## src/rtl/serv_axi_boot_loader.sv

```systemverilog
// Boot loader for the SERV core: streams an image into core RAM over single-beat
// AXI writes while holding the core in reset, then releases it after a guard delay.
module serv_axi_boot_loader #(
    parameter int AW            = 13,
    parameter int MEMSIZE       = 8192,
    parameter int RELEASE_DELAY = 4
) (
    input  logic          clk,
    input  logic          rst,
    input  logic          start,
    input  logic          s_valid,
    output logic          s_ready,
    input  logic [31:0]   s_data,
    input  logic          s_last,
    output logic          core_rst,
    output logic          busy,
    output logic          done,
    output logic          err,
    output logic [1:0]    err_code,
    output logic [AW-2:0] word_cnt,
    output logic [AW-1:0] m_awaddr,
    output logic          m_awvalid,
    input  logic          m_awready,
    output logic [31:0]   m_wdata,
    output logic [3:0]    m_wstrb,
    output logic          m_wvalid,
    input  logic          m_wready,
    input  logic [1:0]    m_bresp,
    input  logic          m_bvalid,
    output logic          m_bready
);

    localparam int WORDS = MEMSIZE / 4;

    typedef enum logic [2:0] {
        IDLE, WAIT_DATA, XFER, RESP, RELEASE, RUN, ERROR
    } state_t;

    state_t        r_state;
    logic          r_sReady;
    logic          r_coreRst;
    logic          r_busy;
    logic          r_done;
    logic          r_err;
    logic [1:0]    r_errCode;
    logic [AW-2:0] r_wordCnt;
    logic [AW-1:0] r_awaddr;
    logic          r_awvalid;
    logic [31:0]   r_wdata;
    logic          r_wvalid;
    logic          r_bready;
    logic          r_last;
    logic [7:0]    r_relCnt;

    logic [AW-2:0] w_cntNext;
    logic [AW:0]   w_addrFull;
    logic          w_awOk;
    logic          w_wOk;

    assign w_cntNext  = r_wordCnt + 1'b1;
    assign w_addrFull = {r_wordCnt, 2'b00};
    // A channel counts as finished once its valid has dropped or its handshake is happening now.
    assign w_awOk     = !r_awvalid || m_awready;
    assign w_wOk      = !r_wvalid || m_wready;

    always_ff @(posedge clk or negedge rst) begin
        if (!rst) begin
            r_state   <= IDLE;
            r_sReady  <= 1'b0;
            r_coreRst <= 1'b1;
            r_busy    <= 1'b0;
            r_done    <= 1'b0;
            r_err     <= 1'b0;
            r_errCode <= 2'd0;
            r_wordCnt <= '0;
            r_awaddr  <= '0;
            r_awvalid <= 1'b0;
            r_wdata   <= '0;
            r_wvalid  <= 1'b0;
            r_bready  <= 1'b0;
            r_last    <= 1'b0;
            r_relCnt  <= '0;
        end else begin
            case (r_state)
                IDLE, RUN, ERROR: begin
                    if (start) begin
                        r_state   <= WAIT_DATA;
                        r_coreRst <= 1'b1;
                        r_wordCnt <= '0;
                        r_done    <= 1'b0;
                        r_err     <= 1'b0;
                        r_errCode <= 2'd0;
                        r_busy    <= 1'b1;
                        r_sReady  <= 1'b1;
                    end
                end
                WAIT_DATA: begin
                    if (s_valid && r_sReady) begin
                        r_sReady  <= 1'b0;
                        r_wdata   <= s_data;
                        r_last    <= s_last;
                        r_awaddr  <= w_addrFull[AW-1:0];
                        r_awvalid <= 1'b1;
                        r_wvalid  <= 1'b1;
                        r_state   <= XFER;
                    end
                end
                XFER: begin
                    if (r_awvalid && m_awready) begin
                        r_awvalid <= 1'b0;
                    end
                    if (r_wvalid && m_wready) begin
                        r_wvalid <= 1'b0;
                    end
                    if (w_awOk && w_wOk) begin
                        r_bready <= 1'b1;
                        r_state  <= RESP;
                    end
                end
                RESP: begin
                    if (m_bvalid) begin
                        r_bready <= 1'b0;
                        if (m_bresp != 2'b00) begin
                            r_state   <= ERROR;
                            r_errCode <= 2'd1;
                            r_err     <= 1'b1;
                            r_busy    <= 1'b0;
                        end else begin
                            r_wordCnt <= w_cntNext;
                            if (r_last) begin
                                r_state  <= RELEASE;
                                r_relCnt <= 8'(RELEASE_DELAY - 1);
                            end else if (32'(w_cntNext) == WORDS) begin
                                r_state   <= ERROR;
                                r_errCode <= 2'd2;
                                r_err     <= 1'b1;
                                r_busy    <= 1'b0;
                            end else begin
                                r_state  <= WAIT_DATA;
                                r_sReady <= 1'b1;
                            end
                        end
                    end
                end
                RELEASE: begin
                    // Counter is preloaded one short so core_rst falls RELEASE_DELAY cycles after the final B.
                    if (r_relCnt == 8'd0) begin
                        r_state   <= RUN;
                        r_coreRst <= 1'b0;
                        r_done    <= 1'b1;
                        r_busy    <= 1'b0;
                    end else begin
                        r_relCnt <= r_relCnt - 8'd1;
                    end
                end
                default: r_state <= IDLE;
            endcase
        end
    end

    assign s_ready   = r_sReady;
    assign core_rst  = r_coreRst;
    assign busy      = r_busy;
    assign done      = r_done;
    assign err       = r_err;
    assign err_code  = r_errCode;
    assign word_cnt  = r_wordCnt;
    assign m_awaddr  = r_awaddr;
    assign m_awvalid = r_awvalid;
    assign m_wdata   = r_wdata;
    assign m_wstrb   = 4'hF;
    assign m_wvalid  = r_wvalid;
    assign m_bready  = r_bready;

endmodule

```

## config.mk

```make
export PLATFORM = sky130hd
export DESIGN_NAME = serv_axi_boot_loader
export DESIGN_NICKNAME = d
export VERILOG_FILES = /design/src/rtl/serv_axi_boot_loader.sv
export SDC_FILE = /design/constraint.sdc
export NUM_CORES = 1
export LEC_CHECK = 0
export BUFFER_PORTS_ARGS = -buffer_cell sky130_fd_sc_hd__buf_2
export CAP_MARGIN = 20
export CORE_AREA = 8 8 102 85
export CTS_BUF_LIST = sky130_fd_sc_hd__clkbuf_4 sky130_fd_sc_hd__clkbuf_8 sky130_fd_sc_hd__clkbuf_16
export DETAILED_ROUTE_END_ITERATION = 10
export DIE_AREA = 0 0 110 93
export PLACE_DENSITY = 0.82
export REMOVE_ABC_BUFFERS = 1
export SLEW_MARGIN = 20
export SYNTH_ARGS = -nofsm -noshare
export SYNTH_HDL_FRONTEND = slang
export SYNTH_SLANG_ARGS = --single-unit
```

## constraint.sdc

```tcl
create_clock -name clk -period 3.4 [get_ports clk]
set_input_delay 0.17 -clock clk [delete_from_list [all_inputs] [get_ports clk]]
set_output_delay 0.17 -clock clk [all_outputs]
set_load 0.02 [all_outputs]
```

==> impl_metrics.csv <==
group,metric,value,unit
status,outcome,"finished clean",
final_layout,drive_above_1_share,34.8,%
die,fp.dieH,93,um
timing,clock_skew,0.0116,ns
synth,synth_edf_count,0,
final_layout,antennaDiodeCount,0,
critical_path,r2r_cells,6,
drt,via_count,2964,
synth,avgSynthCellArea,11.1,um^2
cts,insertion_delay,0.36,ns
timing,setup_viol_count_final,0,
synth,synth_xor_area_share,0.940,%
synth,synth.area.mux_share,14.1,%
pwr,p_leak,2.18,nW
drt,drt_iter0_drc,117,
drt,dr.pass1.iters,4,
cts,cts_max_level,3,
critical_path,r2r_start,"r_state[0]$_DFFE_PN0P_",
placement,hpwl,6.48,mm
drt,via_per_inst,5.53,
cts,root_buffer,"clkbuf_8",
final_layout,layout_commonest_cell,"buf_2",
synth,syn_area,3730,um^2
global_route,antenna_found_initial,0,
timing,max_freq,0.415,GHz
die,start_util,52.4,%
synth,yosysWarnings,0,
drt,totalWireLength,8.83,mm
pwr,p_int,2.15,mW
die,die_w,110,um
flow_run,maxCapViolations,0,
placement,place_area,4280,um^2
pwr,switching_share,43.0,%
global_route,grt_pass1_vias,2928,
synth,synth_top_family_by_area,"compound AO/OA/AOI/OAI gates",
synth,syn_inst,337,
final_layout,design_area,4480,um^2
pwr,ir_drop,485,uV
timing,final.setup.tns,0,ns
final_layout,area_delta_synth_final,20.1,%
timing,slew-limit-headroom,36.3,%
drt,wl_per_cell,16.5,um
synth,synthSimpleGateAreaFrac,12.8,%
worst_hold_path,hold_path_end,"m_wdata[23]$_DFFE_PN0P_",
pwr,power.switching,1.62,mW
pwr,clkPwrFrac,17.0,%
critical_path,reg2reg_slack,0.99,ns
die,pin_count,113,
final_layout,final_core_util,62.9,%
critical_path,path_max_fanout,18,
final_layout,layout.nets,487,
synth,yosys_most_used_dff,"dfrtp_1",
timing,post-route-period-util,70.8,%
synth,synth_fa_ha_area_share,1.54,%
placement,gp_routability_congestion,0.881,
timing,worst_pin_slew,0.956,ns
final_layout,fillers,599,
timing,drv_slew,0,
drt,drc_errors,0,
pwr,power_frac_comb,44.2,%
global_route,grt_pass1_wl,14.2,mm
pwr,powerDensity,843,nW/um^2
synth,synth_compound_area_share,14.1,%
die,dieArea,10200,um^2
cts,cts_buffer_depth,2,
synth,ys_seq_area_share,51.7,%
critical_path,critPathKind,"register to register",
timing,period_minus_slack,2.41,ns
drt,ant_nets,0,
synth,ys_types,58,
cts,clock_sinks,77,
placement,io_buffers,106,
cts,cts_tree,"yes",
critical_path,start_kind,"register",
critical_path,cp.arrival,2.63,ns
timing,whs,0.0240,ns
timing,hold_viol,0,
critical_path,cp.required,3.63,ns
timing,rsz0062_at_grt,"no",
global_route,grt_use_total,17.4,%
die,num_rows,28,
synth,ys_ff_latch,77,
worst_hold_path,hp-class,"input port to register",
critical_path,r2r-end,"word_cnt[7]$_DFFE_PN0P_",
worst_hold_path,hold_depth,2,
synth,synth-async-reset-ratio,100,%
global_route,grt_overflow,0,
cts,cts_buffers,9,
worst_hold_path,holdCritStartpoint,"s_data[23]",
die,core,7110,um^2
final_layout,mostFrequentLayoutCells,"buf_2 (105), dfrtp_1 (76), o21ai_0 (31), mux2_1 (27), nor2_1 (22)",
pwr,seqPwrFrac,38.8,%
global_route,grt_max_degree,78,
critical_path,worst_setup_path_end_kind,"register",
cts,clk_pin_slew,0.09,ns
cts,cts_post_setup_buffers_inserted,0,
[layer usage]
| metal | up-vias | part of all wire (%) | global-route usage [%] |
|---|---|---|---|
| li1 | 1415 | - | - |
| met1 | 1434 | 42 | 21.3 |
| met2 | 107 | 47 | 27.9 |
| met3 | 8 | 10 | 6.87 |
| met4 | 0 | 0.83 | 4.71 |
| met5 | - | 0 | 0 |
[synthesized netlist by cell type, types with 3 or more instances]
| cell | count | share of area [%] |
|---|---|---|
| and3_1 | 3 | 0.50 |
| o31ai_1 | 3 | 0.60 |
| nand4_1 | 3 | 0.50 |
| a21oi_1 | 12 | 1.6 |
| nand2_1 | 20 | 2.0 |
| and2_1 | 3 | 0.50 |
| o21ai_0 | 32 | 4.3 |
| mux2_1 | 27 | 8.2 |
| buf_2 | 9 | 1.2 |
| buf_4 | 9 | 1.8 |
| nand3_1 | 12 | 1.6 |
| ha_1 | 3 | 1.0 |
| nor2_1 | 22 | 2.2 |
| nor3_1 | 9 | 1.2 |
| mux2_2 | 18 | 5.4 |
| nor2b_1 | 3 | 0.50 |
| inv_1 | 12 | 1.2 |
| or3_1 | 4 | 0.67 |
| dfrtp_1 | 76 | 51 |
| o22ai_1 | 4 | 0.67 |
[cell families (layout without fill, tap and decap cells)]
group / after synthesis / in the layout
simple gates: 91 / 91
compound gates: 79 / 79
flops: 77 / 77
mux: 47 / 47
buf+inv: 33 / 138
fa+ha+maj: 4 / 4
xor+xnor: 4 / 4
other cells: 2 / 6
[worst max-delay path by stage]
stage / from / endpoint / slack, ns / depth (start not counted)
after global placement: r_state[1]$_DFFE_PN0P_ / word_cnt[7]$_DFFE_PN0P_ / 1.02 / 6
after CTS: r_state[1]$_DFFE_PN0P_ / word_cnt[7]$_DFFE_PN0P_ / 0.87 / 6
after detailed placement: r_state[1]$_DFFE_PN0P_ / word_cnt[7]$_DFFE_PN0P_ / 0.88 / 6
after global routing: r_state[0]$_DFFE_PN0P_ / r_relCnt[7]$_DFFE_PN0P_ / 0.78 / 6
final: r_state[0]$_DFFE_PN0P_ / word_cnt[7]$_DFFE_PN0P_ / 0.99 / 6
after floorplan: r_state[0]$_DFFE_PN0P_ / m_wdata[11]$_DFFE_PN0P_ / 0.56 / 3
[power groups by stage]
stage	Clock [mW]	Combinational [mW]	Sequential (mW)
after floorplan	0	0.793	1.80
after global placement	0	1.63	1.46
after detailed placement	0	1.68	1.48
after CTS	0.663	1.69	1.46
after global routing	0.700	1.84	1.52
final	0.640	1.67	1.46
[through the flow]
| stage | cells | total power, mW | worst slack (ns) |
|---|---|---|---|
| 3_3_place_gp | 519 | 3.09 | 1.02 |
| 2_1_floorplan | 321 | 2.59 | 0.563 |
| 5_1_grt | 536 | 4.05 | 0.782 |
| 3_5_place_dp | 519 | 3.17 | 0.879 |
| 4_1_cts | 536 | 3.82 | 0.871 |
| 6_report | 536 | 3.77 | 0.992 |
[state kept, by name (all words and copies together) (netlist names)]
name       flops
r_relCnt       8
m_awaddr      11
err_code       2
m_wdata       32
m_awvalid      1
r_last         1
r_state        3
busy           1
word_cnt      12
m_bready       1
done           1
core_rst       1
m_wvalid       1
err            1
s_ready        1
[area by class of cell]
type / instances / area (um^2) / area share (%)
Timing Repair Buffer: 109 / 558 / 12.5
Multi-Input combinational cell: 231 / 1650 / 36.8
Clock inverter: 7 / 58.8 / 1.31
Clock buffer: 9 / 124 / 2.77
Inverter: 13 / 48.8 / 1.09
Tap cell: 90 / 113 / 2.52
Sequential cell: 77 / 1930 / 43.1
[worst max-delay path: stages (launching register included)]
cell and delay, ns:
dfrtp_1 0.56, or2_1 0.34, o32ai_1 0.37, or3_1 0.58, nor2_1 0.10, o21ai_0 0.22, o41ai_2 0.11
[repair_timing]
action,in CTS,in global routing
hold endpoints to repair,44,0
resized for setup,0,0
hold buffers,1,0
Note: power is estimated with default switching activity, not from simulation.
